## src/rtl/mips_core_pkg.sv

```systemverilog
// Shared core-wide widths and types used by the front-end blocks,
// including the instruction-queue depth defaults and entry layout.
package mips_core_pkg;

    localparam int DATA_WIDTH        = 32;
    localparam int ADDR_WIDTH        = 32;

    localparam int INST_Q_DEPTH      = 8;
    localparam int INST_Q_DEPTH_BITS = 3;

    typedef struct packed {
        logic [DATA_WIDTH-1:0] data;
        logic [ADDR_WIDTH-1:0] pc;
    } InstQEntry;

endpackage

```

## src/rtl/inst_queue.sv

```systemverilog
// Circular FIFO of fetched {instruction, PC} pairs between the i-cache and
// decode; lets fetch run ahead of decode stalls and drops everything on flush.
module inst_queue
    import mips_core_pkg::*;
#(
    parameter int DEPTH      = INST_Q_DEPTH,
    parameter int DEPTH_BITS = INST_Q_DEPTH_BITS
) (
    input  logic                  clk,
    input  logic                  rst_n,
    input  logic                  in_valid,
    input  logic [DATA_WIDTH-1:0] in_data,
    input  logic [ADDR_WIDTH-1:0] in_pc,
    input  logic                  deq,
    input  logic                  flush,
    output logic                  out_valid,
    output logic                  out_full,
    output logic [DATA_WIDTH-1:0] out_data,
    output logic [ADDR_WIDTH-1:0] out_pc,
    output logic [DEPTH_BITS:0]   count
);

    localparam logic [DEPTH_BITS:0] FULL_COUNT = (DEPTH_BITS + 1)'(DEPTH);

    logic [DEPTH_BITS-1:0] head_q, head_d;
    logic [DEPTH_BITS-1:0] tail_q, tail_d;
    logic [DEPTH_BITS:0]   count_q, count_d;
    InstQEntry             mem_q [DEPTH];

    logic push, pop;

    // Full blocks a push even when decode frees a slot in the same cycle.
    assign push = in_valid && !out_full && !flush;
    assign pop  = deq && out_valid && !flush;

    always_comb begin
        // NOTE: every next-state signal gets a default first so no path leaves it unassigned (no latch).
        head_d  = head_q;
        tail_d  = tail_q;
        count_d = count_q;
        if (flush) begin
            head_d  = '0;
            tail_d  = '0;
            count_d = '0;
        end else begin
            if (push) tail_d = tail_q + 1'b1;
            if (pop)  head_d = head_q + 1'b1;
            unique case ({push, pop})
                2'b10:   count_d = count_q + 1'b1;
                2'b01:   count_d = count_q - 1'b1;
                default: count_d = count_q;
            endcase
        end
    end

    // NOTE: sequential state is written with non-blocking assignments only.
    always_ff @(posedge clk or negedge rst_n) begin
        if (!rst_n) begin
            head_q  <= '0;
            tail_q  <= '0;
            count_q <= '0;
        end else begin
            head_q  <= head_d;
            tail_q  <= tail_d;
            count_q <= count_d;
        end
    end

    // NOTE: storage is reset so the head outputs read as zero straight out of reset.
    always_ff @(posedge clk or negedge rst_n) begin
        if (!rst_n) begin
            for (int i = 0; i < DEPTH; i++) mem_q[i] <= '0;
        end else if (push) begin
            mem_q[tail_q] <= '{data: in_data, pc: in_pc};
        end
    end

    assign out_valid = (count_q != '0);
    assign out_full  = (count_q == FULL_COUNT);
    assign out_data  = mem_q[head_q].data;
    assign out_pc    = mem_q[head_q].pc;
    assign count     = count_q;

endmodule

```

## config.mk

```make
export PLATFORM = sky130hd
export DESIGN_NAME = inst_queue
export DESIGN_NICKNAME = d
export VERILOG_FILES = /design/src/rtl/mips_core_pkg.sv /design/src/rtl/inst_queue.sv
export SDC_FILE = /design/constraint.sdc
export NUM_CORES = 1
export LEC_CHECK = 0
export BUFFER_PORTS_ARGS = -buffer_cell sky130_fd_sc_hd__buf_4
export CORE_MARGIN = 3
export CORE_UTILIZATION = 55
export DETAILED_ROUTE_END_ITERATION = 10
export HOLD_SLACK_MARGIN = 0.08
export PLACE_DENSITY = 0.73
export SKIP_LAST_GASP = 1
export SLEW_MARGIN = 20
export SYNTH_ARGS = -nofsm -noshare
export SYNTH_HDL_FRONTEND = slang
export SYNTH_SLANG_ARGS = --single-unit
```

## constraint.sdc

```tcl
create_clock -name clk -period 4.15 [get_ports clk]
set_clock_uncertainty 0.05 [all_clocks]
set_input_delay 0.2075 -clock clk [delete_from_list [all_inputs] [get_ports clk]]
set_output_delay 0.2075 -clock clk [all_outputs]
set_load 0.1 [all_outputs]
```

==> results.py, run 1 <==
metrics = {
    "placed_design": {
        "routabilityCongestion": 0.709,
        "dpl-instance-area_um2": 25100,
        "dp_hpwl_um": 27900,
        "portBuffers": 138,
    },
    "yosys": {
        "yosys_warnings": 0,
        "syn-instance-count": 1378,
        "synth_area_um2": 23600,
        "syn_nets": 1452,
        "syn_area_per_cell_um2": 17.1,
        "yosysUniqueCellTypes": 33,
        "synth-seq-cells": 522,
        "synth-seq-area-share_pct": 55.4,
    },
    "global_routing": {
        "grt_pass1_vias": 13900,
        "grt_pass1_wl_um": 79300,
        "gr-total-overflow": 0,
        "grt_max_degree": 104,
        "antenna_found_initial": 3,
        "grt_util_all_layers_pct": 22.4,
    },
    "layout": {
        "fill_cells": 2926,
        "drive_above_1_share_pct": 55.3,
        "fin_nets": 1657,
        "area_delta_synth_final_pct": 17.1,
        "final_cell_mix": "dfrtp_1, mux2_2, buf_4",
        "final_common_cell": "dfrtp_1",
        "postLayoutCellArea_um2": 27600,
    },
    "die": {
        "initial_core_util_pct": 56.0,
        "io_pins": 139,
        "dieArea_um2": 45400,
        "die_w_um": 213,
        "row_count": 75,
        "die-height_um": 213,
        "core_region_area_um2": 42100,
    },
    "run_status": {
        "status": "finished clean",
    },
    "pwr": {
        "p_sw_share_pct": 40.0,
        "power.total_uw": 21300,
        "p_per_area_nw_per_um2": 770,
        "leakage_uw": 0.0131,
        "seq_power_share_pct": 33.6,
        "clockPowerShare_pct": 23.7,
        "peakVddDrop_mv": 0.611,
        "switchingPower_uw": 8520,
        "p_int_uw": 12700,
        "pwr-share-comb_pct": 42.7,
    },
    "sta": {
        "fin_crit_ps": 3280,
        "fmax_mhz": 305,
        "rsz0062_at_grt": "no",
        "finalSetupViolations": 0,
        "slew_headroom_pct": 47.9,
        "finalHoldViolations": 0,
        "worstMarginPinSlew_ps": 782,
        "fin_setup_tns_ps": 0,
        "drv_slew": 0,
        "min_period_over_period_pct": 79.1,
    },
    "worst_setup_path": {
        "reg2reg_from": "count[0]$_DFFE_PN0P_",
        "cpMostUsedCell": "a21oi_1",
        "reg2reg_depth": 8,
        "r2r_end": "count[3]$_DFFE_PN0P_",
        "cp_cell_sequence": "or4b_1, a21oi_1, nor2b_1, ha_1, a21oi_1, nand2_1, or4b_2, o311ai_0",
        "cp_slowest_stage_delay_ps": 690,
        "r2r_slack_ps": 870,
        "critPathArrivalTime_ps": 3710,
        "worstSetupEndpointType": "flip-flop",
        "required_ps": 4580,
        "worstSetupPathType": "flip-flop to flip-flop",
        "crit_fanout": 9,
        "cp-start-kind": "flip-flop",
        "crit_slowest_cell": "or4b_1",
    },
    "clock_network": {
        "clkTransAtPathRegs_ps": 60,
        "post-cts-setup-buffers": 0,
        "cts_resized": 0,
        "htreeDepth": 2,
        "cts_root_buf": "clkbuf_16",
        "clock-sinks": 522,
        "cts_buffers": 56,
        "worst_skew_pair.late_latency_ps": 590,
        "cts_tree": "built",
        "clk_path_buf_depth": 3,
    },
    "drt": {
        "vias_per_cell": 5.87,
        "drt_wl_total_um": 49000,
        "drtPass1Iterations": 4,
        "drc": 0,
        "num_vias": 12700,
        "wire_per_inst_um": 22.6,
        "initialDrtViolationCount": 807,
        "ant_nets": 0,
    },
    "hold_path": {
        "hp-class": "primary input to async pin",
    },
    "run": {
        "cap_violations": 0,
    },
}
-- per-stage QoR --
stage / cells / hold slack [ps] / setup slack [ps] / utilization (%)
after global placement: 1995 / 223 / 999 / 59.5
after global routing: 2164 / 224 / 695 / 65.6
after floorplan: 1378 / -138 / 655 / -
after detailed placement: 1995 / 226 / 915 / 59.5
final: 2165 / 176 / 869 / 65.6
after CTS: 2163 / 191 / 886 / 65.6
-- flip-flops by register name (all words and copies together), names as in the netlist --
register,flops
tail_q,3
count,4
mem_q,512
head_q,3
-- cells by family (layout without fill, tap and decap cells) --
kind of cell	after synthesis	in the layout	synth area share (%)
xor+xnor	6	6	0.223
buf+inv	90	336	2.88
fa+ha+maj	5	5	0.297
compound gates	10	10	0.297
simple gates	37	37	1.08
flops	522	522	55.4
mux	708	708	39.9
other cells	0	2	0
-- power groups by stage --
stage,clock network [uW],logic [uW],registers (uW)
after global placement,0,9020,7150
final,5030,9090,7140
after floorplan,0,7410,7010
after detailed placement,0,9120,7230
after CTS,5150,9200,7150
after global routing,5370,9530,7310
-- worst max path at each step --
stage / endpoint / slack (ps) / startpoint
after floorplan: count[3]$_DFFE_PN0P_ / 650 / count[3]$_DFFE_PN0P_
after global placement: count[3]$_DFFE_PN0P_ / 1000 / count[1]$_DFFE_PN0P_
after detailed placement: count[3]$_DFFE_PN0P_ / 910 / count[0]$_DFFE_PN0P_
after CTS: out_pc[9] / 890 / head_q[0]$_DFFE_PN0P_
after global routing: count[3]$_DFFE_PN0P_ / 690 / count[0]$_DFFE_PN0P_
final: count[3]$_DFFE_PN0P_ / 870 / count[0]$_DFFE_PN0P_
-- worst max-delay path, delay by kind of cell (launching register included) --
family	cells	cell delay, ps
DFF	1	490
adders and majority gates	1	330
AOI/OAI and AO/OA	3	580
and+or+nand+nor	4	1730
-- synthesized netlist by cell type, drive strengths merged --
master  instances  area, um^2
nand2           9        78.8
dfrtp         522       13100
clkbuf         23        86.3
xor2            3        26.3
fa              1        20.0
nand2b          1        6.26
and3            2        12.5
o311a           1        10.0
ha              4        50.1
o311ai          1        8.76
a211oi          3        22.5
mux2i           4        40.0
nand3           6        55.1
buf            66         589
or4             1        7.51
a21oi           4        20.0
or4b            2        20.0
nor2b           3        18.8
mux4          128        2880
nor2           11        41.3
o41ai           1        8.76
and4b           1        10.0
inv             1        3.75
mux2          576        6490
xnor2           3        26.3
nor3            1        5.00
-- metal layers --
layer	wire length, um	global-route usage [%]	vias up
met5	13	0	-
met4	984	5.65	2
met3	1790	3.76	70
met2	23900	36.7	175
met1	22300	31.9	6845
li1	-	-	5610
-- final cells by class --
type / instances / area [um^2] / share of cell area, %
multi-input cells: 766 / 9860 / 35.7
clock inverters: 13 / 165 / 0.598
inverters: 1 / 3.75 / 0.0136
flip-flops and latches: 522 / 13100 / 47.3
well taps: 539 / 674 / 2.44
clock buffers: 86 / 1720 / 6.21
diodes: 2 / 5.00 / 0.0181
repair buffers: 236 / 2140 / 7.74
-- what timing repair did --
item | in CTS | in global routing
hold buffers | 69 | 0
endpoints found under the hold margin | 612 | 0
endpoints found under the setup margin | 0 | 0
Note: power is estimated with default switching activity, not from simulation.
==> run 2: changes to the inputs <==
- PLACE_DENSITY: 0.73 -> 0.76
- clock period: 4.15 -> 2.7 ns (I/O delays scaled with it)
==> run 2 against run 1 <==
Non-clock buffer count up 59; sequential share of layout area down 2.9 points; cell area up 6.6%; die area unchanged; highest routed layer is now met4; core utilization up 4.3 points; sequential cell count unchanged; setup slack worse by 870 ps.
==> results.py, run 2 (same netlist as run 1, synthesis figures left out) <==
metrics = {
    "run_status": {
        "status": "finished clean",
    },
    "clock_network": {
        "clk_path_buf_depth": 3,
        "cts_root_buf": "clkbuf_16",
        "clock-sinks": 522,
        "worst_skew_pair.late_latency_ps": 570,
        "cts_buffers": 53,
        "cts_tree": "built",
        "htreeDepth": 2,
        "clkTransAtPathRegs_ps": 60,
    },
    "die": {
        "dieArea_um2": 45400,
        "row_count": 75,
        "die_w_um": 213,
        "die-height_um": 213,
        "core_region_area_um2": 42100,
        "io_pins": 139,
        "initial_core_util_pct": 56.0,
    },
    "pwr": {
        "switchingPower_uw": 14100,
        "leakage_uw": 0.0139,
        "peakVddDrop_mv": 1.43,
        "power.total_uw": 36000,
        "clockPowerShare_pct": 20.4,
        "pwr-share-comb_pct": 49.4,
        "seq_power_share_pct": 30.2,
        "p_sw_share_pct": 39.1,
        "p_int_uw": 22000,
        "p_per_area_nw_per_um2": 1220,
    },
    "sta": {
        "worstMarginPinSlew_ps": 656,
        "finalSetupViolations": 0,
        "rsz0062_at_grt": "yes",
        "drv_slew": 0,
        "fmax_mhz": 370,
        "worst_hold_slack_ps": 221,
        "fin_crit_ps": 2700,
        "min_period_over_period_pct": 100,
        "finalHoldViolations": 0,
        "slew_headroom_pct": 56.0,
    },
    "global_routing": {
        "grt_pass1_wl_um": 83100,
        "grt_util_all_layers_pct": 23.8,
        "gr-total-overflow": 0,
        "grt_max_degree": 79,
        "grt_pass1_vias": 14500,
        "antenna_found_initial": 3,
    },
    "worst_setup_path": {
        "crit_fanout": 5,
        "cp-start-kind": "flip-flop",
        "worstSetupEndpointType": "output pin",
        "required_ps": 2520,
        "critPathArrivalTime_ps": 2510,
        "worstSetupPathType": "flip-flop to output pin",
    },
    "layout": {
        "top_register": "mem_q",
        "largest_reg_flops": 512,
        "final_cell_mix": "dfrtp_1, mux2_2, mux4_2",
        "fin_nets": 1713,
        "final_common_cell": "dfrtp_1",
        "fill_cells": 2659,
        "drive_above_1_share_pct": 57.7,
        "area_delta_synth_final_pct": 24.9,
        "postLayoutCellArea_um2": 29500,
        "final_util_pct": 69.9,
    },
    "placed_design": {
        "dpl-instance-area_um2": 25600,
        "portBuffers": 138,
        "routabilityCongestion": 0.754,
        "dp_hpwl_um": 30600,
    },
    "drt": {
        "wire_per_inst_um": 24.4,
        "drt_wl_total_um": 54200,
        "ant_nets": 0,
        "drc": 0,
        "num_vias": 13200,
        "vias_per_cell": 5.94,
        "initialDrtViolationCount": 793,
        "drtPass1Iterations": 4,
    },
    "run": {
        "cap_violations": 0,
    },
    "hold_path": {
        "hp-class": "primary input to async pin",
    },
}
-- run 2: changes by cell type in the layout (fill, tap and decap cells not counted), sizes merged --
| cell | change |
|---|---|
| inv | +1 |
| clkbuf | -1 |
| diode | +1 |
| clkinvlp | +3 |
| bufinv | -1 |
| buf | +49 |
| clkinv | +4 |
| bufbuf | +1 |
-- run 2: cell type report --
class	count	area [um^2]	share of cell area [%]
multi-input cells	766	10100	34.2
inverters	1	3.75	0.0127
repair buffers	295	3850	13.1
flip-flops and latches	522	13100	44.4
clock buffers	76	1570	5.34
diodes	3	7.51	0.0255
well taps	539	674	2.29
clock inverters	20	189	0.641
-- run 2: path summary, 6_finish.rpt --
| path | slack [ps] | startpoint | to | cells past startpoint |
|---|---|---|---|---|
| setup / recovery | 0.6 | head_q[0]$_DFFE_PN0P_ | out_data[10] | 6 |
| hold / removal | 220 | rst_n | mem_q[251]$_DFFE_PN0P_ | 3 |
| setup reg to reg | 30 | count[1]$_DFFE_PN0P_ | count[3]$_DFFE_PN0P_ | 8 |
| hold reg to reg | 440 | mem_q[44]$_DFFE_PN0P_ | mem_q[44]$_DFFE_PN0P_ | 1 |
| max in group asynchronous | 1920 | rst_n | mem_q[441]$_DFFE_PN0P_ | 3 |
| min in group clk | 330 | in_data[0] | mem_q[160]$_DFFE_PN0P_ | 3 |
-- run 2: per-layer routing --
metal	wire length, um	GRT usage (%)
met4	1360	6.29
met1	23900	32.4
met3	2060	3.81
met5	0	0
met2	26900	40.3
-- run 2: timing repair --
item,4_1_cts,5_1_grt
hold endpoints to repair,1044,0
buffers inserted,12,4
pin swaps,0,3
cloned,6,9
gates resized for setup,81,130
setup endpoints to repair,51,55
hold buffers,70,0
-- run 2: worst max-delay path, cell delays in order, from the launching register on --
cell       delay, ps
dfrtp_4          460
buf_12           150
clkbuf_16        180
clkbuf_16        160
mux4_2           480
mux2_4           310
buf_12           170
-- run 2: per-stage QoR --
| stage | cells | setup WS [ps] | TNS, ps |
|---|---|---|---|
| global placement | 2022 | 79.4 | 0 |
| floorplan | 1378 | -179 | -179 |
| CTS | 2206 | -79.7 | -1350 |
| global route | 2222 | -81.4 | -1230 |
| finish | 2222 | 0.556 | 0 |
| detailed placement | 2022 | -2.71 | -2.71 |
-- run 2: power by group through the flow --
stage                     clock (uW)  combinational (uW)  sequential [uW]
after floorplan                    0               11400            10800
after global placement             0               14300            10900
after detailed placement           0               14500            11000
after CTS                       7500               16000            10900
after global routing            7810               18500            11100
final                           7350               17800            10900
==> run 3: changes to the inputs <==
- BUFFER_PORTS_ARGS: -buffer_cell sky130_fd_sc_hd__buf_4 -> default
- DONT_BUFFER_PORTS: default -> 1
- PLACE_DENSITY: 0.76 -> 0.73
==> run 3 against run 2 <==
The run now ends with negative hold slack, max-slew violations left; cell count is 8.3% lower; first-iteration DRC count is 14% lower; via count is 6.5% lower; sequential share of layout area is 4.2 points higher; highest routed layer is now met5; critical path type is now flip-flop to flip-flop; critical endpoint is now count[3]$_DFFE_PN0P_.
==> results.py, run 3 (same netlist as run 1, synthesis figures left out) <==
metrics = {
    "run_status": {
        "status": "finished, violations left",
        "violations": "negative hold slack, max-slew violations",
    },
    "layout": {
        "fin_nets": 1539,
        "largest_reg_flops": 512,
        "area_delta_synth_final_pct": 14.0,
        "drive_above_1_share_pct": 51.9,
        "top_register": "mem_q",
        "final_common_cell": "dfrtp_1",
        "final_cell_mix": "dfrtp_1, mux2_2, mux4_2",
    },
    "drt": {
        "ant_nets": 0,
        "drt_wl_total_um": 49000,
        "wire_per_inst_um": 24.1,
        "drc": 0,
        "initialDrtViolationCount": 683,
        "vias_per_cell": 6.06,
        "drtPass1Iterations": 4,
        "num_vias": 12300,
    },
    "worst_setup_path": {
        "worstSetupPathType": "flip-flop to flip-flop",
        "crit_fanout": 3,
        "crit_slowest_cell": "or4b_4",
        "cp_slowest_stage_delay_ps": 550,
        "cp_cell_sequence": "or4b_4, a21oi_2, nor2b_4, ha_4, a21oi_2, nand2_1, or4b_4, o311ai_1",
        "cp-start-kind": "flip-flop",
        "crit_buf_inv": 0,
        "required_ps": 3130,
        "path_delay_family": "simple AND/OR/NAND/NOR gates",
        "critPathArrivalTime_ps": 3080,
        "worstSetupEndpointType": "flip-flop",
    },
    "hold_path": {
        "hp-class": "primary input to async pin",
    },
    "clock_network": {
        "cts_hold_buf": 68,
        "htreeDepth": 2,
        "cts_buffers": 54,
        "worst_skew_pair.late_latency_ps": 580,
        "cts_tree": "built",
        "clk_path_buf_depth": 3,
        "cts_root_buf": "clkbuf_16",
        "clock-sinks": 522,
        "clkTransAtPathRegs_ps": 60,
    },
    "die": {
        "dieArea_um2": 45400,
        "core_region_area_um2": 42100,
        "die_w_um": 213,
        "row_count": 75,
        "die-height_um": 213,
        "initial_core_util_pct": 56.0,
        "io_pins": 139,
    },
    "pwr": {
        "peakVddDrop_mv": 0.775,
        "p_per_area_nw_per_um2": 1160,
        "leakage_uw": 0.0126,
    },
    "global_routing": {
        "antenna_found_initial": 3,
        "use_met3_pct": 5.30,
        "gr-total-overflow": 0,
        "grt_pass1_vias": 13600,
        "grt_use_met2_pct": 37.3,
        "grt_pass1_wl_um": 78200,
        "grt_max_degree": 523,
        "top_usage_layer": "met2",
        "grt_util_all_layers_pct": 22.3,
        "grt_use_met1_pct": 30.4,
    },
    "sta": {
        "fmax_mhz": 377,
        "worst_hold_slack_ps": -796,
        "slew_headroom_pct": -49.3,
        "drv_slew": 282,
        "finalHoldViolations": 522,
        "worstMarginPinSlew_ps": 2240,
        "fin_setup_tns_ps": 0,
        "min_period_over_period_pct": 98.3,
        "fin_crit_ps": 2650,
        "finalSetupViolations": 0,
        "rsz0062_at_grt": "yes",
    },
    "placed_design": {
        "portBuffers": 0,
        "dp_hpwl_um": 27900,
        "routabilityCongestion": 0.707,
    },
    "run": {
        "cap_violations": 0,
    },
}
[run 3: cell types whose count changed in the layout (fill, tap and decap cells not counted), moves of 3 or more]
| cell | previous run | this run |
|---|---|---|
| buf_8 | 7 | 0 |
| clkinvlp_4 | 3 | 0 |
| clkbuf_16 | 62 | 54 |
| buf_6 | 16 | 0 |
| mux2_4 | 41 | 33 |
| buf_16 | 10 | 0 |
| clkbuf_1 | 7 | 17 |
| mux2_2 | 462 | 470 |
| clkinv_2 | 13 | 6 |
| buf_4 | 106 | 18 |
| clkbuf_8 | 16 | 8 |
| buf_12 | 77 | 34 |
[run 3: what timing repair did]
action / 4_1_cts / 5_1_grt
pin swaps: 0 / 1
hold endpoints to repair: 1044 / 522
setup buffers: 4 / 2
endpoints found under the setup margin: 62 / 31
resized for setup: 3 / 31
[run 3: layout make-up]
class	count	area [um^2]
fillers	2965	15200
diodes	1	2.50
well taps	539	674
clock inverters	10	93.8
clock buffers	79	1530
multi-input cells	766	10000
flip-flops and latches	522	13100
repair buffers	120	1500
inverters	1	3.75
[run 3: worst paths after layout]
path | startpoint | endpoint | depth (start not counted) | slack, ps
max | count[0]$_DFFE_PN0P_ | count[3]$_DFFE_PN0P_ | 8 | 50
min | rst_n | mem_q[439]$_DFFE_PN0P_ | 0 | -800
max reg2reg | count[0]$_DFFE_PN0P_ | count[3]$_DFFE_PN0P_ | 8 | 50
min reg2reg | mem_q[52]$_DFFE_PN0P_ | mem_q[52]$_DFFE_PN0P_ | 1 | 440
max in group asynchronous | rst_n | count[3]$_DFFE_PN0P_ | 0 | 1340
min in group clk | in_valid | mem_q[113]$_DFFE_PN0P_ | 3 | 290
[run 3: routing by layer]
metal | part of all wire [%] | routed length (um)
met2 | 50 | 24300
met4 | 1.3 | 621
met1 | 44 | 21700
met3 | 4.8 | 2370
met5 | 0.055 | 27
[run 3: through the flow]
step / total power (uW) / utilization, % / std cells / cell area (um^2) / worst slack [ps]
6_report: 31100 / 63.9 / 2038 / 26900 / 46.8
5_1_grt: 32500 / 63.9 / 2038 / 26900 / -40.2
4_1_cts: 31200 / 63.5 / 2035 / 26800 / 4.70
3_5_place_dp: 23900 / 57.9 / 1874 / 24400 / 49.5
3_3_place_gp: 23600 / 57.9 / 1874 / 24400 / 68.5
2_1_floorplan: 22200 / - / 1378 / 23700 / -179
[run 3: power by group]
group / leakage (uW) / total, uW / switching, uW / internal (uW)
clock network: 0.000797 / 6900 / 2920 / 3970
registers: 0.00690 / 10800 / 965 / 9860
logic: 0.00489 / 13400 / 8870 / 4520
